[config.mk]
export PLATFORM = sky130hd
export DESIGN_NAME = fifo_rd_stream_adapter_flat
export DESIGN_NICKNAME = d
export VERILOG_FILES = /design/src/rtl/fifo_rd_stream_adapter_if.sv /design/src/rtl/fifo_rd_stream_adapter.sv /design/src/flat_wrapper.sv
export SDC_FILE = /design/constraint.sdc
export NUM_CORES = 1
export LEC_CHECK = 0
export ABC_CLOCK_PERIOD_IN_PS = 3920
export BUFFER_PORTS_ARGS = -buffer_cell sky130_fd_sc_hd__buf_2
export CAP_MARGIN = 20
export CORE_MARGIN = 2
export CORE_UTILIZATION = 30
export DETAILED_ROUTE_END_ITERATION = 8
export GPL_ROUTABILITY_DRIVEN = 0
export PLACE_DENSITY = 0.57
export RECOVER_POWER = 25
export SETUP_SLACK_MARGIN = 0.05
export SLEW_MARGIN = 0
export SYNTH_ARGS = -nofsm -noshare
export SYNTH_HDL_FRONTEND = slang
export SYNTH_SLANG_ARGS = --single-unit
[constraint.sdc]
create_clock -name clk_rd -period 3.92 [get_ports clk_rd]
set_clock_uncertainty 0.2 [all_clocks]
set_input_delay 0.98 -clock clk_rd [delete_from_list [all_inputs] [get_ports clk_rd]]
set_output_delay 0.98 -clock clk_rd [all_outputs]
set_load 0.03 [all_outputs]
[src/rtl/fifo_rd_stream_adapter_if.sv]
// FIFO read port plus downstream valid/ready stream seen by fifo_rd_stream_adapter.
// master = the adapter (drives rd_en and the stream), slave = FIFO + downstream sink.
interface fifo_rd_stream_adapter_if #(
   parameter int DATA_WIDTH = 8
);
   logic                  fifo_empty;
   logic                  fifo_half;
   logic [DATA_WIDTH-1:0] fifo_data_out;
   logic                  fifo_rd_en;
   logic                  m_valid;
   logic [DATA_WIDTH-1:0] m_data;
   logic                  m_ready;

   modport master (
      input  fifo_empty, fifo_half, fifo_data_out, m_ready,
      output fifo_rd_en, m_valid, m_data
   );

   modport slave (
      output fifo_empty, fifo_half, fifo_data_out, m_ready,
      input  fifo_rd_en, m_valid, m_data
   );
endinterface

[src/rtl/fifo_rd_stream_adapter.sv]
// Read-domain FIFO consumer: burst-gated reads into a 2-entry skid buffer feeding a valid/ready stream.
// Optional macro RD_STREAM_STATS_EN adds word_cnt/stall_cnt saturating counters.
module fifo_rd_stream_adapter #(
   parameter int DATA_WIDTH = 8,
   parameter int SKID_DEPTH = 2
) (
   input  logic clk_rd,
   input  logic rst_n,
   input  logic flush,
   output logic busy,
`ifdef RD_STREAM_STATS_EN
   output logic [31:0] word_cnt,
   output logic [15:0] stall_cnt,
`endif
   fifo_rd_stream_adapter_if.master bus
);

   typedef enum logic [1:0] {
      IDLE   = 2'd0,
      STREAM = 2'd1,
      DRAIN  = 2'd2
   } state_t;

   state_t                state, state_nxt;
   logic                  inflight;
   logic [1:0]            occ;
   logic [DATA_WIDTH-1:0] head, tail;
   logic                  pop, capture, rd_en;
   logic [2:0]            credit_use;
   logic                  fifo_drained;

   assign pop          = (occ != 2'd0) && bus.m_ready;
   assign capture      = inflight;
   assign fifo_drained = bus.fifo_empty && !inflight;
   // Slots that will be taken next cycle if no new read is issued now.
   assign credit_use   = {1'b0, occ} + {2'b00, inflight} - {2'b00, pop};

   always_ff @(posedge clk_rd or negedge rst_n) begin
      if (!rst_n) state <= IDLE;
      else        state <= state_nxt;
   end

   always_comb begin
      state_nxt = state;
      rd_en     = 1'b0;
      unique case (state)
         IDLE: begin
            if (flush)              state_nxt = DRAIN;
            else if (bus.fifo_half) state_nxt = STREAM;
         end
         STREAM: begin
            if (flush)             state_nxt = DRAIN;
            else if (fifo_drained) state_nxt = IDLE;
         end
         DRAIN: begin
            if (fifo_drained && !flush) state_nxt = IDLE;
         end
         default: state_nxt = IDLE;
      endcase
      if (state != IDLE && !bus.fifo_empty && credit_use < 3'd2) rd_en = 1'b1;
   end

   always_ff @(posedge clk_rd or negedge rst_n) begin
      if (!rst_n) begin
         inflight <= 1'b0;
         occ      <= 2'd0;
         head     <= '0;
         tail     <= '0;
      end else begin
         inflight <= rd_en;
         unique case ({capture, pop})
            2'b10: begin
               if (occ == 2'd0) head <= bus.fifo_data_out;
               else             tail <= bus.fifo_data_out;
               occ <= occ + 2'd1;
            end
            2'b01: begin
               head <= tail;
               occ  <= occ - 2'd1;
            end
            2'b11: begin
               // Pop and capture together: occupancy holds, second entry moves up.
               if (occ == 2'd2) begin
                  head <= tail;
                  tail <= bus.fifo_data_out;
               end else begin
                  head <= bus.fifo_data_out;
               end
            end
            default: ;
         endcase
      end
   end

   assign bus.fifo_rd_en = rd_en;
   assign bus.m_valid    = (occ != 2'd0);
   assign bus.m_data     = head;
   assign busy           = (state != IDLE) || inflight || (occ != 2'd0);

`ifdef RD_STREAM_STATS_EN
   always_ff @(posedge clk_rd or negedge rst_n) begin
      if (!rst_n) begin
         word_cnt  <= '0;
         stall_cnt <= '0;
      end else begin
         if (pop && word_cnt != '1) word_cnt <= word_cnt + 32'd1;
         if (bus.m_valid && !bus.m_ready && stall_cnt != '1) stall_cnt <= stall_cnt + 16'd1;
      end
   end
`endif

   skid_depth_fixed: assert property (@(posedge clk_rd) SKID_DEPTH == 2);
   skid_no_overflow: assert property (@(posedge clk_rd) disable iff (!rst_n)
      !(capture && occ == 2'd2));
   no_rd_when_empty: assert property (@(posedge clk_rd) disable iff (!rst_n)
      !(rd_en && bus.fifo_empty));

endmodule

[src/flat_wrapper.sv]
// flat-port wrapper written by rule: the top's interface ports become plain ports
module fifo_rd_stream_adapter_flat 
#(
   parameter int DATA_WIDTH = 8,
   parameter int SKID_DEPTH = 2
)
  (clk_rd, rst_n, flush, busy, bus_fifo_empty, bus_fifo_half, bus_fifo_data_out, bus_m_ready, bus_fifo_rd_en, bus_m_valid, bus_m_data);
  fifo_rd_stream_adapter_if #(.DATA_WIDTH(DATA_WIDTH)) bus_i ();
  input  logic clk_rd;
  input  logic rst_n;
  input  logic flush;
  output logic busy;
  input wire logic [$bits(bus_i.fifo_empty)-1:0] bus_fifo_empty;
  input wire logic [$bits(bus_i.fifo_half)-1:0] bus_fifo_half;
  input wire logic [$bits(bus_i.fifo_data_out)-1:0] bus_fifo_data_out;
  input wire logic [$bits(bus_i.m_ready)-1:0] bus_m_ready;
  output wire logic [$bits(bus_i.fifo_rd_en)-1:0] bus_fifo_rd_en;
  output wire logic [$bits(bus_i.m_valid)-1:0] bus_m_valid;
  output wire logic [$bits(bus_i.m_data)-1:0] bus_m_data;
  assign bus_i.fifo_empty = bus_fifo_empty;
  assign bus_i.fifo_half = bus_fifo_half;
  assign bus_i.fifo_data_out = bus_fifo_data_out;
  assign bus_i.m_ready = bus_m_ready;
  assign bus_fifo_rd_en = bus_i.fifo_rd_en;
  assign bus_m_valid = bus_i.m_valid;
  assign bus_m_data = bus_i.m_data;
  fifo_rd_stream_adapter #(.DATA_WIDTH(DATA_WIDTH), .SKID_DEPTH(SKID_DEPTH)) u_core (.clk_rd(clk_rd), .rst_n(rst_n), .flush(flush), .busy(busy), .bus(bus_i));
endmodule
==> impl_metrics.json <==
{
  "cts_htree_levels": 1,
  "yosys_warnings": 0,
  "finalSetupViolations": 0,
  "cts-root-buf": "sky130_fd_sc_hd__clkbuf_4",
  "largest_net_degree_at_the_start_of_global_routing": 22,
  "crit_chain": "clkbuf_4 -> and3b_2 -> a21oi_1 -> nand2b_4 -> fa_2 -> xor2_1 -> nor4b_2 -> buf_4",
  "io_pins": 25,
  "drcViolationCount": 0,
  "finalWirelength_mm": 2.20,
  "syn_inst": 95,
  "layoutNonFillerInstCount": 166,
  "synth.ff_latch_count": 21,
  "timing.setup.critical_path_class": "primary input to output pin",
  "power.total_mw": 1.07,
  "synth_area_leader_cell": "sky130_fd_sc_hd__dfrtp_1",
  "path_max_fanout": 7,
  "port_buffers": 24,
  "cellLeakagePower_nw": 0.542,
  "num_antenna_cells": 0,
  "timing.critical_path.arrival_ns": 2.61,
  "drtIter0Drc": 14,
  "cts_hold_buffers": 0,
  "initial_antenna_violation_count": 0,
  "type_of_element_launching_the_critical_path": "primary input",
  "netlist_top_cells_count": "sky130_fd_sc_hd__dfrtp_1 (21), sky130_fd_sc_hd__nor3_1 (9), sky130_fd_sc_hd__mux2_2 (8)",
  "timing.critical_path.max_delay_family": "simple AND/OR/NAND/NOR gates",
  "cts.path.max_buffers": 2,
  "timing.fmax_mhz": 264,
  "rows": 21,
  "grt_use_met2_pct": 20.1,
  "synth-seq-area-share_pct": 48.7,
  "first_pass_grt_wire_length_mm": 3.87,
  "max_cap_violations": 0,
  "r2r_end": "u_core.capture",
  "worst-r2r-setup-slack_ns": 1.64,
  "required_ns": 2.74,
  "area_delta_synth_final_pct": 18.4,
  "grt_setup_unrepaired": "no",
  "timing.setup.tns_ns": 0,
  "final_cell_area_um2": 1280,
  "finalNetCount": 136,
  "netlist-cell-type-count": 32,
  "cts_tree": "yes",
  "worstSetupEndpointType": "output pin",
  "timing.critical_path.buf_inv": 2,
  "routed_wire_length_per_instance_um": 13.3,
  "worstRegToRegCells": 6,
  "hold_path.class": "flop to flop",
  "placeableCoreArea_um2": 3390,
  "yosysMostFrequentCell": "sky130_fd_sc_hd__dfrtp_1",
  "via_count_of_the_first_global_routing_pass": 842,
  "synth.top_cells.by_area": "sky130_fd_sc_hd__dfrtp_1 (49%), sky130_fd_sc_hd__mux2_2 (8.3%), sky130_fd_sc_hd__nor3_1 (4.2%)",
  "syn_nets": 110,
  "slew_headroom_pct": 23.8,
  "die-width_um": 64.0,
  "cp_slowest_stage_delay_ns": 0.34,
  "combined_global_route_utilization_of_all_metal_layers_pct": 11.7,
  "hold_end": "u_core.state[0]",
  "worst_hold_slack_ns": 0.301,
  "post_dp_cell_area_um2": 1230,
  "route.antenna.remaining_nets": 0,
  "hold_start": "u_core.state[1]",
  "number_of_buffers_inserted_during_clock_tree_synthesis": 3,
  "place.detailed.hpwl_mm": 1.72,
  "finalCritPeriodShare_pct": 96.6,
  "clk_transition_reported_paths_ns": 0.12,
  "initial_utilization_pct": 31.9,
  "numClockSinks": 21,
  "route.vias.total": 826,
  "worstReg2RegStart": "u_core.occ[1]",
  "finalHoldViolations": 0,
  "postLayoutCoreUtil_pct": 37.7,
  "power_density_nw_per_um2": 838,
  "postSynth.topFlopCell": "sky130_fd_sc_hd__dfrtp_1",
  "vias_per_cell": 4.98,
  "placed_cells": 161,
  "number_of_cells_on_the_worst_hold_path": 1,
  "dp_slack_ns": 0.0452,
  "syn_area_per_cell_um2": 11.4,
  "clk-insertion-delay-late_ns": 0.31,
  "syn-cell-area_um2": 1080,
  "synthArstFlopShare_pct": 100,
  "worst_setup_slack_after_layout_ns": 0.133,
  "edff_count_synth": 0,
  "cp_slowest_cell": "sky130_fd_sc_hd__fa_2",
  "min_period_ns": 3.79,
  "grt.met3_usage_pct": 1.76,
  "synth.top_cell.area_share_pct": 48.7,
  "vdd_drop_max_v": 0.000184,
  "final-max-slew-violation-count": 0,
  "drive_above_1_share_pct": 39.2,
  "drt-pass1-iter-count": 4,
  "grt_overflow": 0,
  "die-area_um2": 4100,
  "busiest_layer_in_global_routing": "met2",
  "status": "finished, final reports clean",
  "groute.layer.met1.usage_pct": 14.0,
  "die_height_um": 64.0,
  "worst-slew-pin-transition_ns": 1.14
}
[repair_timing]
action,CTS,global route
pin swaps,0,1
buffers inserted,0,1
endpoints found under the setup margin,1,1
hold endpoints to repair,0,0
resized for setup,1,4
[cell families (layout without fill, tap and decap cells)]
logic type	after synthesis	after routing	synth area share [%]
buf+inv	6	31	3.94
xor+xnor	2	2	1.62
compound gates	24	24	14.9
simple gates	31	31	18.8
mux	10	10	10.2
fa+ha+maj	1	1	1.85
flops	21	21	48.7
[cells in the final DEF (no fill, tap or decap), types with 2 or more instances in the layout]
cell                       netlist  final
sky130_fd_sc_hd__nor3_1          9      9
sky130_fd_sc_hd__clkbuf_4        0      4
sky130_fd_sc_hd__nand3b_1        2      2
sky130_fd_sc_hd__mux2i_1         2      2
sky130_fd_sc_hd__nand3_1         7      7
sky130_fd_sc_hd__a21oi_1         6      6
sky130_fd_sc_hd__mux2_2          8      8
sky130_fd_sc_hd__buf_2           1     21
sky130_fd_sc_hd__dfrtp_1        21     21
sky130_fd_sc_hd__o21ai_0         7      7
sky130_fd_sc_hd__nand2b_1        3      2
sky130_fd_sc_hd__buf_4           1      2
sky130_fd_sc_hd__a31oi_1         7      7
[how the worst max path moves through the flow]
stage / to / depth (start not counted) / startpoint
after CTS: bus_fifo_rd_en / 8 / bus_m_ready
after floorplan: bus_fifo_rd_en / 6 / bus_m_ready
final: bus_fifo_rd_en / 8 / bus_m_ready
after global placement: bus_fifo_rd_en / 8 / bus_m_ready
after detailed placement: bus_fifo_rd_en / 8 / bus_m_ready
after global routing: bus_fifo_rd_en / 8 / bus_m_ready
[metal layers]
layer	up-vias	routed length, um
met2	20	1140
met4	0	64
met5	-	0
met1	399	911
li1	400	-
met3	7	86
[worst reg2reg max path: stages, from the launching register on]
cell                       delay, ns
sky130_fd_sc_hd__dfrtp_1        0.64
sky130_fd_sc_hd__and3b_2        0.26
sky130_fd_sc_hd__a21oi_1        0.06
sky130_fd_sc_hd__nand2b_4       0.18
sky130_fd_sc_hd__fa_2           0.34
sky130_fd_sc_hd__xor2_1         0.16
sky130_fd_sc_hd__nor4b_2        0.33
[power by group]
part | leakage (nW) | switching [mW] | internal, mW
combinational | 0.276 | 0.316 | 0.227
sequential | 0.248 | 0.103 | 0.319
clock | 0.0177 | 0.0683 | 0.0381
total | 0.542 | 0.488 | 0.584
[cell type report]
cell class	instances	area (um^2)
clock buffers	3	22.5
clock inverters	1	5.00
fillers	328	2110
inverters	2	7.51
multi-input cells	68	529
flip-flops and latches	21	526
well taps	46	57.6
repair buffers	25	131
[flip-flops by register name, summed over array words and instances, names as in the netlist]
| signal | cells |
|---|---|
| u_core.tail | 8 |
| u_core.occ | 2 |
| u_core.state | 2 |
| u_core.bus.m_data | 8 |
| u_core.capture | 1 |
Note: power is estimated with default switching activity, not from simulation.
